<file path="src/rtl/mix_columns_iter_if.sv">
// rtl/mix_columns_iter_if.sv - handshake bundle for the iterative MixColumns engine
interface mix_columns_iter_if #(
    parameter int STATE_W = 128
);
    logic               in_valid;
    logic               in_ready;
    logic [STATE_W-1:0] in_data;
    logic               in_inv;
    logic               out_valid;
    logic               out_ready;
    logic [STATE_W-1:0] out_data;
    logic               busy;

    modport master (
        output in_valid, in_data, in_inv, out_ready,
        input  in_ready, out_valid, out_data, busy
    );

    modport slave (
        input  in_valid, in_data, in_inv, out_ready,
        output in_ready, out_valid, out_data, busy
    );
endinterface

</file>
<file path="src/rtl/mix_columns_iter.sv">
// rtl/mix_columns_iter.sv - iterative MixColumns/InvMixColumns engine, COLS_PER_CYCLE columns per clock
module mix_columns_iter #(
    parameter int COLS_PER_CYCLE = 4,
    parameter int STATE_W        = 128
) (
    input  logic              clk,
    input  logic              rst,
    mix_columns_iter_if.slave bus
);

    if (!(COLS_PER_CYCLE == 1 || COLS_PER_CYCLE == 2 || COLS_PER_CYCLE == 4)) begin : g_bad_cols
        $error("mix_columns_iter: COLS_PER_CYCLE must be 1, 2 or 4");
    end
    if (STATE_W != 128) begin : g_bad_width
        $error("mix_columns_iter: STATE_W must be 128");
    end

    // Counter walks column indices 0..3; with four columns per cycle it never moves.
    localparam logic [1:0] STEP = 2'(COLS_PER_CYCLE % 4);
    localparam logic [1:0] LAST = 2'(4 - COLS_PER_CYCLE);

    typedef enum logic [1:0] {
        S_IDLE = 2'd0,
        S_RUN  = 2'd1,
        S_DONE = 2'd2
    } state_t;

    state_t             state_q, state_d;
    logic [STATE_W-1:0] data_q, data_d;
    logic [1:0]         cnt_q, cnt_d;
    logic               inv_q, inv_d;
    logic               in_ready;
    logic               out_valid;

    function automatic logic [7:0] xtime(input logic [7:0] x);
        return {x[6:0], 1'b0} ^ (x[7] ? 8'h1b : 8'h00);
    endfunction

    // Inverse is a pre-mix with 4*(a0^a2)/4*(a1^a3) followed by the forward mix.
    function automatic logic [31:0] mix_column(input logic [31:0] col, input logic inv);
        logic [7:0] a0, a1, a2, a3, t, u, v;
        a0 = col[7:0];
        a1 = col[15:8];
        a2 = col[23:16];
        a3 = col[31:24];
        if (inv) begin
            u  = xtime(xtime(a0 ^ a2));
            v  = xtime(xtime(a1 ^ a3));
            a0 = a0 ^ u;
            a1 = a1 ^ v;
            a2 = a2 ^ u;
            a3 = a3 ^ v;
        end
        t = a0 ^ a1 ^ a2 ^ a3;
        return {a3 ^ t ^ xtime(a3 ^ a0),
                a2 ^ t ^ xtime(a2 ^ a3),
                a1 ^ t ^ xtime(a1 ^ a2),
                a0 ^ t ^ xtime(a0 ^ a1)};
    endfunction

    logic [1:0]  col_idx [COLS_PER_CYCLE];
    logic [31:0] col_res [COLS_PER_CYCLE];

    for (genvar g = 0; g < COLS_PER_CYCLE; g++) begin : g_col
        assign col_idx[g] = cnt_q + 2'(g);
        assign col_res[g] = mix_column(data_q[{col_idx[g], 5'd0} +: 32], inv_q);
    end

    // Next-state, datapath update and handshake outputs.
    always_comb begin
        state_d   = state_q;
        data_d    = data_q;
        cnt_d     = cnt_q;
        inv_d     = inv_q;
        in_ready  = 1'b0;
        out_valid = 1'b0;
        case (state_q)
            S_IDLE: begin
                in_ready = 1'b1;
                if (bus.in_valid) begin
                    data_d  = bus.in_data;
                    inv_d   = bus.in_inv;
                    cnt_d   = 2'd0;
                    state_d = S_RUN;
                end
            end
            S_RUN: begin
                for (int g = 0; g < COLS_PER_CYCLE; g++) begin
                    data_d[{col_idx[g], 5'd0} +: 32] = col_res[g];
                end
                cnt_d = cnt_q + STEP;
                if (cnt_q == LAST) begin
                    state_d = S_DONE;
                end
            end
            S_DONE: begin
                out_valid = 1'b1;
                if (bus.out_ready) begin
                    // Result leaves and the next state may enter on the same edge.
                    in_ready = 1'b1;
                    if (bus.in_valid) begin
                        data_d  = bus.in_data;
                        inv_d   = bus.in_inv;
                        cnt_d   = 2'd0;
                        state_d = S_RUN;
                    end else begin
                        state_d = S_IDLE;
                    end
                end
            end
            default: begin
                state_d = S_IDLE;
            end
        endcase
    end

    // State, data, counter and mode registers; reset discards any in-flight state.
    always_ff @(posedge clk or posedge rst) begin
        if (rst) begin
            state_q <= S_IDLE;
            data_q  <= '0;
            cnt_q   <= 2'd0;
            inv_q   <= 1'b0;
        end else begin
            state_q <= state_d;
            data_q  <= data_d;
            cnt_q   <= cnt_d;
            inv_q   <= inv_d;
        end
    end

    assign bus.in_ready  = in_ready;
    assign bus.out_valid = out_valid;
    assign bus.out_data  = data_q;
    assign bus.busy      = (state_q != S_IDLE);

endmodule

</file>
<file path="src/flat_wrapper.sv">
// flat-port wrapper written by rule: the top's interface ports become plain ports
module mix_columns_iter_flat 
#(
    parameter int COLS_PER_CYCLE = 4,
    parameter int STATE_W        = 128
)
  (clk, rst, bus_in_valid, bus_in_data, bus_in_inv, bus_out_ready, bus_in_ready, bus_out_valid, bus_out_data, bus_busy);
  mix_columns_iter_if #(.STATE_W(STATE_W)) bus_i ();
  input  logic clk;
  input  logic rst;
  input wire logic [$bits(bus_i.in_valid)-1:0] bus_in_valid;
  input wire logic [$bits(bus_i.in_data)-1:0] bus_in_data;
  input wire logic [$bits(bus_i.in_inv)-1:0] bus_in_inv;
  input wire logic [$bits(bus_i.out_ready)-1:0] bus_out_ready;
  output wire logic [$bits(bus_i.in_ready)-1:0] bus_in_ready;
  output wire logic [$bits(bus_i.out_valid)-1:0] bus_out_valid;
  output wire logic [$bits(bus_i.out_data)-1:0] bus_out_data;
  output wire logic [$bits(bus_i.busy)-1:0] bus_busy;
  assign bus_i.in_valid = bus_in_valid;
  assign bus_i.in_data = bus_in_data;
  assign bus_i.in_inv = bus_in_inv;
  assign bus_i.out_ready = bus_out_ready;
  assign bus_in_ready = bus_i.in_ready;
  assign bus_out_valid = bus_i.out_valid;
  assign bus_out_data = bus_i.out_data;
  assign bus_busy = bus_i.busy;
  mix_columns_iter #(.COLS_PER_CYCLE(COLS_PER_CYCLE), .STATE_W(STATE_W)) u_core (.clk(clk), .rst(rst), .bus(bus_i));
endmodule
</file>
<file path="config.mk">
export PLATFORM = sky130hd
export DESIGN_NAME = mix_columns_iter_flat
export DESIGN_NICKNAME = d
export VERILOG_FILES = /design/src/rtl/mix_columns_iter_if.sv /design/src/rtl/mix_columns_iter.sv /design/src/flat_wrapper.sv
export SDC_FILE = /design/constraint.sdc
export NUM_CORES = 1
export LEC_CHECK = 0
export ABC_AREA = 1
export CORE_ASPECT_RATIO = 0.6
export CORE_MARGIN = 5
export CORE_UTILIZATION = 50
export CTS_CLUSTER_DIAMETER = 60
export DETAILED_ROUTE_END_ITERATION = 12
export HOLD_SLACK_MARGIN = 0.06
export PLACE_DENSITY = 0.79
export SLEW_MARGIN = 25
export SYNTH_ARGS = -nofsm -noshare
export SYNTH_HDL_FRONTEND = slang
export SYNTH_SLANG_ARGS = --single-unit
</file>
<file path="constraint.sdc">
create_clock -name clk -period 3.8 [get_ports clk]
set_input_delay 0.57 -clock clk [delete_from_list [all_inputs] [get_ports clk]]
set_output_delay 0.57 -clock clk [all_outputs]
set_load 0.005 [all_outputs]
</file>
==> metrics.md <==
| Metric | Value |
|---|---|
| Outcome | finished clean |
| Max clock buf depth | 2 |
| Post-Syn Nets | 2,683 |
| I/O pin cnt | 264 |
| Share of cells above drive strength 1 | 5.420% |
| First-pass GRT wire length | 89,000 um |
| Initial DRC count | 1,964 |
| Post-synth EDFFs | 0 |
| Vias in the first global route | 16,197 |
| Worst setup SP type | flop |
| Crit path cell chain | buf_12, nand3_1, xor2_1, nand2_1, nand2_1, inv_1, nand2_1, nand2_1, nand3_1, nand3_1, nand2_1, nand2_1 |
| Post-synthesis sequential area ratio | 20.82% |
| Hold wc startpoint | u_core.bus.out_data[106] |
| Layout Cells excl Fill | 3,203 |
| Slew headroom | 37.20% |
| Top delay family on crit path | simple AND/OR/NAND/NOR gates |
| Worst R2R End | u_core.bus.out_data[9] |
| CTS tree | built |
| Clk slew on worst S/H paths | 70 ps |
| Grt total ovfl | 0 |
| DP Cell Count | 3,170 |
| Full die area | 0.03526 sq mm |
| Worst hold path class | reg2reg |
| IO Port Bufs | 263 |
| Max Fanout on Critical Path | 48 |
| Max-Cap Viols | 0 |
| YS warnings | 0 |
| Num CTS Buffers | 17 |
| Die width | 239.1 um |
| Fillers | 2,834 |
| Worst Path Required | 4140 ps |
| Yosys top cell area share | 27.53% |
| Clk_lat worst skew | 460 ps |
| Final setup fails | 0 |
| Main synth FF type | dfrtp_1 |
| Final TNS setup | 0 ps |
| Post-CTS setup buffers | 0 |
| Critical Path End Type | flop |
| R2R depth | 12 |
| Reg-to-reg slack, setup | 1090 ps |
| Top cells by area, synth | nand2_1, dfrtp_1, xor2_1, nand3_1, inv_1 |
| Synth Area per Inst | 6.175 sq um |
| Largest net degree at the start of global routing | 132 |
| Rows | 50 |
| Critical-path top delay cell | dfrtp_4 |
| Post-DP HPWL | 43,150 um |
| Synth-to-Final Area Change | 23.34% |
| Critical path class | reg2reg |
| Clk_skew | 11.16 ps |
| Minimum clock period | 2710 ps |
| Drt pass-1 iters | 5 |
| Core Area | 0.03109 sq mm |
| WHS Endpoint | u_core.bus.out_data[106] |
| Vias | 17,371 |
| Worst-Margin Slew | 942.0 ps |
| Initial Util | 50.64% |
| FMAX | 369.0 MHz |
| Final hold vios | 0 |
| GRT Total Usage | 31.52% |
| Post-route ant nets | 0 |
| CP max stage delay | 740 ps |
| Initial antenna violation count | 1 |
| Vias per std cell | 5.423 |
| CTS Sinks | 131 |
| Syn Std Cell Area | 0.01575 sq mm |
| Final WL | 57,140 um |
| Avg WL per Cell | 17.84 um |
| Synth Register Bits | 131 |
| RSZ-0062 raised after global routing | no |
| Hold path depth | 2 |
| Hold buffer count at cts | 0 |
| Root Driver | clkbuf_16 |
| WP buf/inv | 2 |
| Synth area leader | nand2_1 |
| CTS resizes | 0 |
| Crit path top cell by count | nand2_1 |
| RePlAce Congestion | 0.9800 |
| Tcrit/Tclk final | 71.32% |
| CTS H-tree lvls | 4 |
| CP arrival | 3050 ps |
| Post-synth ARST share | 100.0% |
| Yosys cell types | 40 |
| Final Max Slew Viols | 0 |
| Die Y-Extent | 147.5 um |
| Cells after Synth | 2,550 |
| DRC | 0 |
| FF-to-FF Start | u_core.inv_q |
| Nets@finish | 2,906 |
## through the flow
step           cell area (sq um)  util, %  worst slack (ps)  hold slack [ps]
5_1_grt                    19420    62.46             942.6            584.8
3_3_place_gp               18710    60.18              1177            534.8
4_1_cts                    19420    62.45              1180            555.2
2_1_floorplan              15750        -              1607            513.6
3_5_place_dp               18710    60.18              1190            534.9
6_report                   19420    62.46              1090            547.7
## placed cells by master, fill, tap and decap left out, types with 7 or more instances in the layout
cell                n
clkbuf_16          17
nor2_1            114
nand3_2            21
bufinv_16           7
nand2_1          1155
xor2_1            251
inv_2              13
nand3_1           222
buf_4               7
a21oi_1            50
nand2_2            15
nand3b_1           14
xnor2_1            87
o21ai_0            38
xor2_2             35
o21ai_1            13
xnor2_2             7
dfrtp_1           130
o22ai_1            28
clkdlybuf4s50_1   263
inv_1             213
o211ai_1           13
nand4_1            21
## tightest hold or removal path: stages, from the launching register on
cell and delay [ps]:
dfrtp_1 390, nand2_1 60, o21ai_0 60
## worst max-delay path by stage
stage	cells past startpoint	from	end	slack [ps]
final	12	u_core.inv_q	u_core.bus.out_data[9]	1090
after global routing	12	u_core.bus.out_data[7]	u_core.bus.out_data[29]	940
after CTS	12	u_core.inv_q	u_core.bus.out_data[9]	1180
after detailed placement	12	u_core.inv_q	u_core.bus.out_data[9]	1190
after global placement	11	u_core.inv_q	u_core.bus.out_data[10]	1180
after floorplan	1	rst	u_core.bus.out_data[0]	1610
## flip-flops by register name, indices dropped and copies added, names as in the netlist
signal,flops
u_core.bus.out_data,128
u_core.state_q,2
u_core.inv_q,1
## cells by family after synthesis
family                    count (synthesis)  synth area share [%]
DFF                                     131                 20.82
and+or+nand+nor                        1576                 41.43
xor gates and xnor gates                387                 24.30
AOI/OAI and AO/OA                       157                 5.706
buffers and inverters                   299                 7.740
## area by class of cell
| cell class | count | area, sq um | area share, % |
|---|---|---|---|
| Sequential cell | 131 | 3282 | 16.90 |
| Tap cell | 416 | 520.5 | 2.680 |
| Clock inverter | 13 | 252.7 | 1.301 |
| Antenna cell | 1 | 2.502 | 0.01289 |
| Inverter | 228 | 860.8 | 4.433 |
| Multi-Input combinational cell | 2120 | 11260 | 58.00 |
| Clock buffer | 19 | 452.9 | 2.332 |
| Timing Repair Buffer | 275 | 2785 | 14.34 |
## per-layer routing
layer / GRT usage (%) / share of wire, %
met3: 8.092 / 11
met2: 44.61 / 41
met4: 6.129 / 1.6
met5: 0 / 0
met1: 48.42 / 47
## synthesized netlist by cell type (7+ instances only)
| master | n |
|---|---|
| a21oi_1 | 50 |
| buf_2 | 15 |
| clkbuf_1 | 38 |
| dfrtp_1 | 131 |
| inv_1 | 214 |
| inv_2 | 14 |
| nand2_1 | 1155 |
| nand2_2 | 15 |
| nand3_1 | 222 |
| nand3_2 | 21 |
| nand3b_1 | 14 |
| nand4_1 | 21 |
| nor2_1 | 116 |
| o211ai_1 | 13 |
| o21ai_0 | 38 |
| o21ai_1 | 13 |
| o22ai_1 | 28 |
| xnor2_1 | 87 |
| xnor2_2 | 7 |
| xor2_1 | 251 |
| xor2_2 | 35 |
Power is not shown: default switching activity piles up to over one toggle a cycle in this logic, so the estimate is an artifact.
